File: config.mk
export PLATFORM = sky130hd
export DESIGN_NAME = ram_access_ctrl
export DESIGN_NICKNAME = d
export VERILOG_FILES = /design/src/rtl/ram_ctrl_pkg.sv /design/src/rtl/rr_arb2.sv /design/src/rtl/ram_access_ctrl.sv
export SDC_FILE = /design/constraint.sdc
export NUM_CORES = 1
export LEC_CHECK = 0
export CORE_AREA = 2 2 77 79
export DETAILED_ROUTE_END_ITERATION = 16
export DIE_AREA = 0 0 79 81
export GPL_TIMING_DRIVEN = 0
export PLACE_DENSITY = 0.66
export SLEW_MARGIN = 15
export SYNTH_ARGS = -nofsm -noshare
export SYNTH_HDL_FRONTEND = slang
export SYNTH_SLANG_ARGS = --single-unit
File: constraint.sdc
create_clock -name clk -period 2 [get_ports clk]
set_input_delay 0.4 -clock clk [delete_from_list [all_inputs] [get_ports clk]]
set_output_delay 0.4 -clock clk [all_outputs]
set_load 0.02 [all_outputs]
File: src/rtl/ram_ctrl_pkg.sv
// Shared types for the two-port RAM access controller.
// FSM state encoding and port identifiers.
package ram_ctrl_pkg;

  typedef enum logic [1:0] {
    ST_IDLE  = 2'd0,
    ST_SETUP = 2'd1,
    ST_EXEC  = 2'd2,
    ST_DONE  = 2'd3
  } state_t;

  localparam logic PORT_A = 1'b0;
  localparam logic PORT_B = 1'b1;

endpackage

File: src/rtl/rr_arb2.sv
// Two-way round-robin arbiter; the last-grant history
// is held by the parent so this block stays combinational.
module rr_arb2
  import ram_ctrl_pkg::*;
(
  input  logic [1:0] i_req,
  input  logic       i_last_grant,
  input  logic       i_en,
  output logic [1:0] o_grant,
  output logic       o_winner
);

  always_comb begin
    o_grant  = 2'b00;
    o_winner = PORT_A;
    if (i_en) begin
      unique case (i_req)
        2'b01: begin
          o_grant  = 2'b01;
          o_winner = PORT_A;
        end
        2'b10: begin
          o_grant  = 2'b10;
          o_winner = PORT_B;
        end
        2'b11: begin
          // tie goes to whoever was not served last
          o_winner = ~i_last_grant;
          o_grant  = i_last_grant ? 2'b01 : 2'b10;
        end
        default: begin
          o_grant  = 2'b00;
          o_winner = PORT_A;
        end
      endcase
    end
  end

endmodule

File: src/rtl/ram_access_ctrl.sv
// Shares one async-read single-port RAM between two requesters,
// sequencing each access as SETUP / EXEC / DONE.
module ram_access_ctrl
  import ram_ctrl_pkg::*;
#(
  parameter int ADDR_W    = 10,
  parameter int DATA_W    = 8,
  parameter int MEM_DEPTH = 1024
) (
  input  logic              clk,
  input  logic              rst,
  input  logic              a_req,
  input  logic              a_we,
  input  logic [ADDR_W-1:0] a_addr,
  input  logic [DATA_W-1:0] a_wdata,
  output logic              a_gnt,
  output logic              a_done,
  output logic              a_err,
  output logic [DATA_W-1:0] a_rdata,
  input  logic              b_req,
  input  logic              b_we,
  input  logic [ADDR_W-1:0] b_addr,
  input  logic [DATA_W-1:0] b_wdata,
  output logic              b_gnt,
  output logic              b_done,
  output logic              b_err,
  output logic [DATA_W-1:0] b_rdata,
  output logic [ADDR_W-1:0] ram_addr,
  output logic [DATA_W-1:0] ram_din,
  input  logic [DATA_W-1:0] ram_dout,
  output logic              ram_wr,
  output logic              ram_cs
);

  // one extra bit so MEM_DEPTH == 2**ADDR_W does not wrap to zero
  localparam logic [ADDR_W:0] W_DEPTH = (ADDR_W+1)'(MEM_DEPTH);

  state_t            r_state;
  state_t            w_next;
  logic              r_last;
  logic              r_win;
  logic              r_we;
  logic              r_oor;
  logic [ADDR_W-1:0] r_addr;
  logic [DATA_W-1:0] r_wdata;
  logic [DATA_W-1:0] r_a_rdata;
  logic [DATA_W-1:0] r_b_rdata;

  logic [1:0]        w_req;
  logic [1:0]        w_grant;
  logic              w_win;
  logic              w_arb_en;
  logic              w_sel_we;
  logic [ADDR_W-1:0] w_sel_addr;
  logic [DATA_W-1:0] w_sel_wdata;
  logic              w_sel_oor;
  logic              w_setup;
  logic              w_exec;
  logic              w_done;

  assign w_req    = {b_req, a_req};
  assign w_arb_en = (r_state == ST_IDLE);

  rr_arb2 u_arb (
    .i_req        (w_req),
    .i_last_grant (r_last),
    .i_en         (w_arb_en),
    .o_grant      (w_grant),
    .o_winner     (w_win)
  );

  assign w_sel_we    = (w_win == PORT_B) ? b_we    : a_we;
  assign w_sel_addr  = (w_win == PORT_B) ? b_addr  : a_addr;
  assign w_sel_wdata = (w_win == PORT_B) ? b_wdata : a_wdata;
  assign w_sel_oor   = ({1'b0, w_sel_addr} >= W_DEPTH);

  always_comb begin
    w_next = r_state;
    unique case (r_state)
      ST_IDLE:  w_next = (|w_grant) ? ST_SETUP : ST_IDLE;
      ST_SETUP: w_next = ST_EXEC;
      ST_EXEC:  w_next = ST_DONE;
      ST_DONE:  w_next = ST_IDLE;
      default:  w_next = ST_IDLE;
    endcase
  end

  always_ff @(posedge clk or posedge rst) begin
    if (rst) begin
      r_state   <= ST_IDLE;
      r_last    <= PORT_B;
      r_win     <= PORT_A;
      r_we      <= 1'b0;
      r_oor     <= 1'b0;
      r_addr    <= '0;
      r_wdata   <= '0;
      r_a_rdata <= '0;
      r_b_rdata <= '0;
    end else begin
      r_state <= w_next;
      if (w_arb_en && (|w_grant)) begin
        r_win   <= w_win;
        r_last  <= w_win;
        r_we    <= w_sel_we;
        r_oor   <= w_sel_oor;
        r_addr  <= w_sel_addr;
        r_wdata <= w_sel_wdata;
      end
      if (w_exec && !r_we && !r_oor) begin
        if (r_win == PORT_B) r_b_rdata <= ram_dout;
        else                 r_a_rdata <= ram_dout;
      end
    end
  end

  assign w_setup = (r_state == ST_SETUP);
  assign w_exec  = (r_state == ST_EXEC);
  assign w_done  = (r_state == ST_DONE);

  // strobes decode from state so reset clears them asynchronously
  assign a_gnt  = w_setup && (r_win == PORT_A);
  assign b_gnt  = w_setup && (r_win == PORT_B);
  assign a_done = w_done && (r_win == PORT_A);
  assign b_done = w_done && (r_win == PORT_B);
  assign a_err  = a_done && r_oor;
  assign b_err  = b_done && r_oor;

  assign a_rdata  = r_a_rdata;
  assign b_rdata  = r_b_rdata;
  assign ram_addr = r_addr;
  assign ram_din  = r_wdata;
  assign ram_cs   = (w_setup || w_exec || w_done) && !r_oor;
  assign ram_wr   = w_exec && r_we && !r_oor;

endmodule

==> run_results.csv, run 1 <==
group,metric,value,unit
drt,drtIter0Drc,60,
clocking,cts.sinks,39,
global_routing,grt_max_degree,21,
die,fp-row-count,28,
global_routing,grt_pass1_vias,1498,
finish,fin_nets,323,
logic_synthesis,syn-instance-count,170,
finish,syn2layout_area_growth,60.6,%
logic_synthesis,synth_flop_cell,"dfrtp_1",
timing,rsz0062_at_grt,"no",
place,dp.final_hpwl,3.45,mm
timing,max_freq,525,MHz
drt,drt_pre_antenna_iters,4,
timing,worst_clock_skew,0.00623,ns
critical_path,crit_arrival,1.51,ns
place,port_buffers,89,
logic_synthesis,ys_seq_area_share,52.4,%
logic_synthesis,syn_area_per_cell,11.0,sq um
global_routing,grt_use_total,15.1,%
logic_synthesis,synth_top_cell_by_area,"dfrtp_1",
logic_synthesis,ys_types,21,
global_routing,grt_pass1_wl,7.39,mm
min_path,hp-class,"primary input to asynchronous set/reset pin",
finish,final_util,52.8,%
finish,fin_cells,344,
critical_path,cp-start-kind,"flip-flop",
finish,drive_above_1_share,13.4,%
timing,drv_slew,0,
logic_synthesis,netlist_area,0.00187,sq mm
clocking,clock_latency,0.29,ns
global_routing,grt_overflow,0,
finish,antennaDiodeCount,0,
die,die_area,0.00640,sq mm
global_routing,antenna_found_initial,0,
drt,via_per_inst,4.70,
critical_path,cp_data_required_time,1.60,ns
clocking,cts_hold_buf,0,
die,die_x,79,microns
logic_synthesis,yosysWarnings,0,
die,die_h,81,microns
timing,finalSetupViolations,0,
timing,fin_crit,1.91,ns
place,dp_cells,336,
finish,final_cell_mix,"clkdlybuf4s50_1 (83), dfrtp_1 (37)",
die,ios,92,
timing,fin_tns_setup,0,ns
drt,final_antenna_net_count,0,
critical_path,path_max_fanout,4,
timing,fin_ws,0.0937,ns
drt,wl_per_cell,13.8,microns
timing,hold_viol,0,
logic_synthesis,ys_async_sr_fraction,100,%
place,gp_congestion,0.759,
clocking,cts_tree,"built",
logic_synthesis,ys_ff_latch,39,
timing,fin_crit_sh,95.3,%
power,p_leak,1.24,nW
run,drv_cap,0,
logic_synthesis,netlist.area_leader.share,51.0,%
clocking,cts_buffers,5,
drt,drc,0,
outcome,outcome,"completed",
power,p_per_area,1500,mW/mm^2
drt,wl,4.74,mm
die,start_util,32.9,%
clocking,cts-root-buf,"clkbuf_8",
place,place_area,0.00288,sq mm
critical_path,cp-end-kind,"primary output",
place,post-place-ws,0.134,ns
logic_synthesis,synth_area_leaders,"dfrtp_1 (51%), mux2_2 (10%), or3b_1 (8.9%)",
critical_path,worstSetupPathType,"flip-flop to primary output",
die,coreArea,0.00568,sq mm
drt,vias,1616,
finish,fin_area,0.00300,sq mm
clocking,cts.reportedPaths.clkPinSlew,0.08,ns
finish,final_common_cell,"clkdlybuf4s50_1",
power,vdd_ir_drop_max,0.000661,V
logic_synthesis,synth_edf_count,0,
clocking,clock_path_buffers,2,
clocking,htreeDepth,2,
clocking,post-cts-setup-buffers,0,
==> critical path, stage by stage, from the launching register on <==
cell and delay [ns]:
dfrtp_1 0.40, inv_1 0.11, ha_1 0.23, and2_1 0.14, dlygate4sd2_1 0.34
==> path summary, 6_finish.rpt <==
kind / startpoint / to / slack [ns] / cells past startpoint
setup reg to reg: r_state[0]$_DFF_PP0_ / ram_din[3]$_DFFE_PP0P_ / 0.29 / 6
min in group clk: r_last$_DFFE_PP1P_ / r_last$_DFFE_PP1P_ / 0.49 / 2
hold reg to reg: r_last$_DFFE_PP1P_ / r_last$_DFFE_PP1P_ / 0.49 / 2
hold / removal: rst / b_rdata[6]$_DFFE_PP0P_ / 0.44 / 2
setup / recovery: r_state[0]$_DFF_PP0_ / ram_wr / 0.09 / 4
max in group asynchronous: rst / r_last$_DFFE_PP1P_ / 1.02 / 3
==> synth_stat cells, drive strengths merged (2+ instances only) <==
| cell | number |
|---|---|
| mux2 | 17 |
| inv | 6 |
| a31oi | 19 |
| buf | 2 |
| nor2b | 2 |
| or3b | 19 |
| o21ai | 19 |
| o22ai | 2 |
| clkbuf | 12 |
| nor2 | 19 |
| dfrtp | 38 |
| and2 | 4 |
| ha | 5 |
==> state kept, by name, summed over array words and instances (netlist names) <==
register and count:
r_state 2, a_rdata 8, r_last 1, r_win 1
r_we 1, ram_din 8, ram_addr 10, b_rdata 8
==> stage by stage <==
step           power, mW  hold WS, ns
4_1_cts             4.57        0.448
6_report            4.51        0.437
5_1_grt             4.81        0.466
2_1_floorplan       2.79        0.467
3_5_place_dp        3.93        0.476
3_3_place_gp        3.89        0.476
==> routing by layer <==
layer | GRT usage, % | part of all wire [%]
met1 | 19.8 | 44
met2 | 24.3 | 48
met3 | 4.33 | 6.8
met4 | 5.00 | 1.2
met5 | 0 | 0
==> where the power goes <==
part / internal [mW] / switching (mW)
logic: 1.19 / 1.24
registers: 1.20 / 0.222
clock network: 0.371 / 0.276
total: 2.77 / 1.74
==> final cells by class <==
cell class / instances / area, sq um
buffer: 14 / 62.6
clock buffer: 5 / 68.8
clock inverter: 3 / 43.8
fill: 521 / 2680
inverter: 6 / 22.5
multi-input combinational: 112 / 807
sequential: 39 / 978
tap: 75 / 93.8
timing repair buffer: 90 / 918
==> logic make-up after synthesis <==
logic type | share of synthesized area (%)
multiplexers | 10.3
AO/OA/AOI/OAI | 12.5
AND/OR/NAND/NOR | 16.7
flip-flops | 52.4
other | 0.201
adder cells (fa/ha/maj) | 3.35
buffers and inverters | 4.56
==> repair_timing <==
item,in CTS,in global routing
endpoints found under the hold margin,0,0
setup endpoints to repair,4,2
resized for setup,4,3
No activity file was read; power rests on OpenSTA's default activity.
==> run 2, diff against run 1 <==
--- a/config.mk
+++ b/config.mk
@@ -5,11 +5,11 @@
 export SDC_FILE = /design/constraint.sdc
 export NUM_CORES = 1
 export LEC_CHECK = 0
-export CORE_AREA = 2 2 77 79
+export CORE_AREA = 2 2 72 74
 export DETAILED_ROUTE_END_ITERATION = 16
-export DIE_AREA = 0 0 79 81
+export DIE_AREA = 0 0 74 76
 export GPL_TIMING_DRIVEN = 0
-export PLACE_DENSITY = 0.66
+export PLACE_DENSITY = 0.74
 export SLEW_MARGIN = 15
 export SYNTH_ARGS = -nofsm -noshare
 export SYNTH_HDL_FRONTEND = slang
==> run_results.csv, run 2 (synthesis gave the netlist of run 1 again) <==
group,metric,value,unit
outcome,outcome,"completed",
global_routing,grt_use_total,18.6,%
global_routing,grt_overflow,0,
die,die_area,0.00562,sq mm
global_routing,grt_max_degree,26,
clocking,clock_path_buffers,2,
critical_path,cp_num_buf_inv,2,
timing,fin_tns_setup,0,ns
timing,hold_viol,0,
drt,final_antenna_net_count,0,
timing,fin_crit_sh,92.3,%
drt,drt_pre_antenna_iters,4,
critical_path,crit_path_cell_trace,"inv_1 > ha_1 > nor2b_1 > dlygate4sd2_1",
drt,wl,4.83,mm
place,port_buffers,89,
drt,drtIter0Drc,70,
clocking,cts_buffers,5,
clocking,clock_latency,0.29,ns
critical_path,path_max_fanout,3,
clocking,cts_tree,"built",
critical_path,crit_path_max_incr_delay,0.41,ns
clocking,cts-root-buf,"clkbuf_8",
power,vdd_ir_drop_max,0.000697,V
power,finalPower,4.54,mW
critical_path,cpMaxStageDelayCell,"dfrtp_1",
die,ios,92,
timing,rsz0062_at_grt,"no",
place,dp.final_hpwl,3.64,mm
die,die_h,76,microns
clocking,cts.sinks,39,
timing,max_freq,542,MHz
finish,multi_input_area,807,sq um
finish,syn2layout_area_growth,59.7,%
finish,final_cell_mix,"clkdlybuf4s50_1 (83), dfrtp_1 (37)",
global_routing,grt_pass1_vias,1701,
finish,fin_cells,339,
min_path,hp-class,"primary input to asynchronous set/reset pin",
clocking,htreeDepth,2,
power,p_per_area,1520,mW/mm^2
place,dp_cells,331,
drt,drc,0,
finish,num-fill-cells,451,
drt,vias,1619,
drt,via_per_inst,4.78,
finish,largest_reg_flops,10,
drt,wl_per_cell,14.2,microns
die,fp-row-count,26,
power,p_leak,1.23,nW
timing,worst_clock_skew,0.00243,ns
timing,finalSetupViolations,0,
finish,antennaDiodeCount,0,
finish,final_common_cell,"clkdlybuf4s50_1",
global_routing,grt_pass1_wl,8.05,mm
place,gp_congestion,0.765,
finish,ff_latch_area,978,sq um
die,die_x,74,microns
critical_path,path_delay_family,"buffers and inverters",
die,start_util,38.0,%
critical_path,cp_data_required_time,1.60,ns
critical_path,crit_arrival,1.45,ns
timing,drv_slew,0,
clocking,cts_hold_buf,0,
clocking,cts_resized,5,
clocking,post-cts-setup-buffers,0,
run,drv_cap,0,
clocking,cts.reportedPaths.clkPinSlew,0.07,ns
timing,fin_crit,1.85,ns
global_routing,antenna_found_initial,0,
finish,fin_nets,323,
critical_path,cp-end-kind,"primary output",
finish,drive_above_1_share,13.8,%
critical_path,worstSetupPathType,"flip-flop to primary output",
die,coreArea,0.00491,sq mm
critical_path,cp-start-kind,"flip-flop",
-- run 2: cell types whose count changed in the layout (fill, tap and decap cells not counted) --
cell and change:
buf_12 +1, buf_16 -1, clkbuf_2 +1, clkbuf_8 +1, clkinv_4 -1, dlymetal6s2s_1 -1
-- run 2: layer usage --
layer	vias up	global-route usage (%)	wire, microns
li1	801	-	-
met5	-	0	0
met3	5	6.22	346
met4	0	5.27	51
met1	748	21.9	1910
met2	65	31.7	2520
-- run 2: worst reg2reg max path, stage by stage, from the launching register on --
cell,delay (ns)
dfrtp_1,0.40
inv_1,0.12
ha_1,0.25
nor3b_4,0.47
mux2_2,0.40
-- run 2: final timing paths --
check / start / endpoint / slack (ns) / cells past startpoint
setup / recovery: r_state[1]$_DFF_PP0_ / a_gnt / 0.15 / 4
hold / removal: rst / b_rdata[4]$_DFFE_PP0P_ / 0.38 / 2
setup reg to reg: r_state[0]$_DFF_PP0_ / a_rdata[3]$_DFFE_PP0P_ / 0.25 / 4
hold reg to reg: r_last$_DFFE_PP1P_ / r_last$_DFFE_PP1P_ / 0.50 / 2
max in group asynchronous: rst / r_last$_DFFE_PP1P_ / 1.11 / 3
min in group clk: r_last$_DFFE_PP1P_ / r_last$_DFFE_PP1P_ / 0.50 / 2
-- run 2: layout make-up --
cell class              count  area share, %
well taps                  70           2.94
inverters                   6          0.756
clock inverters             2           1.18
clock buffers               6           2.77
repair buffers             90           30.3
plain buffers              14           2.10
multi-input cells         112           27.1
flip-flops and latches     39           32.8
-- run 2: stage by stage --
| step | hold WS [ns] | util [%] | area [sq um] | setup WS (ns) |
|---|---|---|---|---|
| after CTS | 0.382 | 60.6 | 2980 | 0.00165 |
| after floorplan | 0.467 | - | 1870 | 0.487 |
| after global placement | 0.475 | 58.0 | 2850 | -0.131 |
| after detailed placement | 0.483 | 58.4 | 2870 | 0.100 |
| after global routing | 0.412 | 60.6 | 2980 | 0.0488 |
| final | 0.379 | 60.6 | 2980 | 0.153 |
-- run 2: where the power goes --
part	switching [mW]	internal (mW)	total, mW
logic	1.25	1.19	2.43
registers	0.230	1.20	1.43
clock network	0.271	0.403	0.675
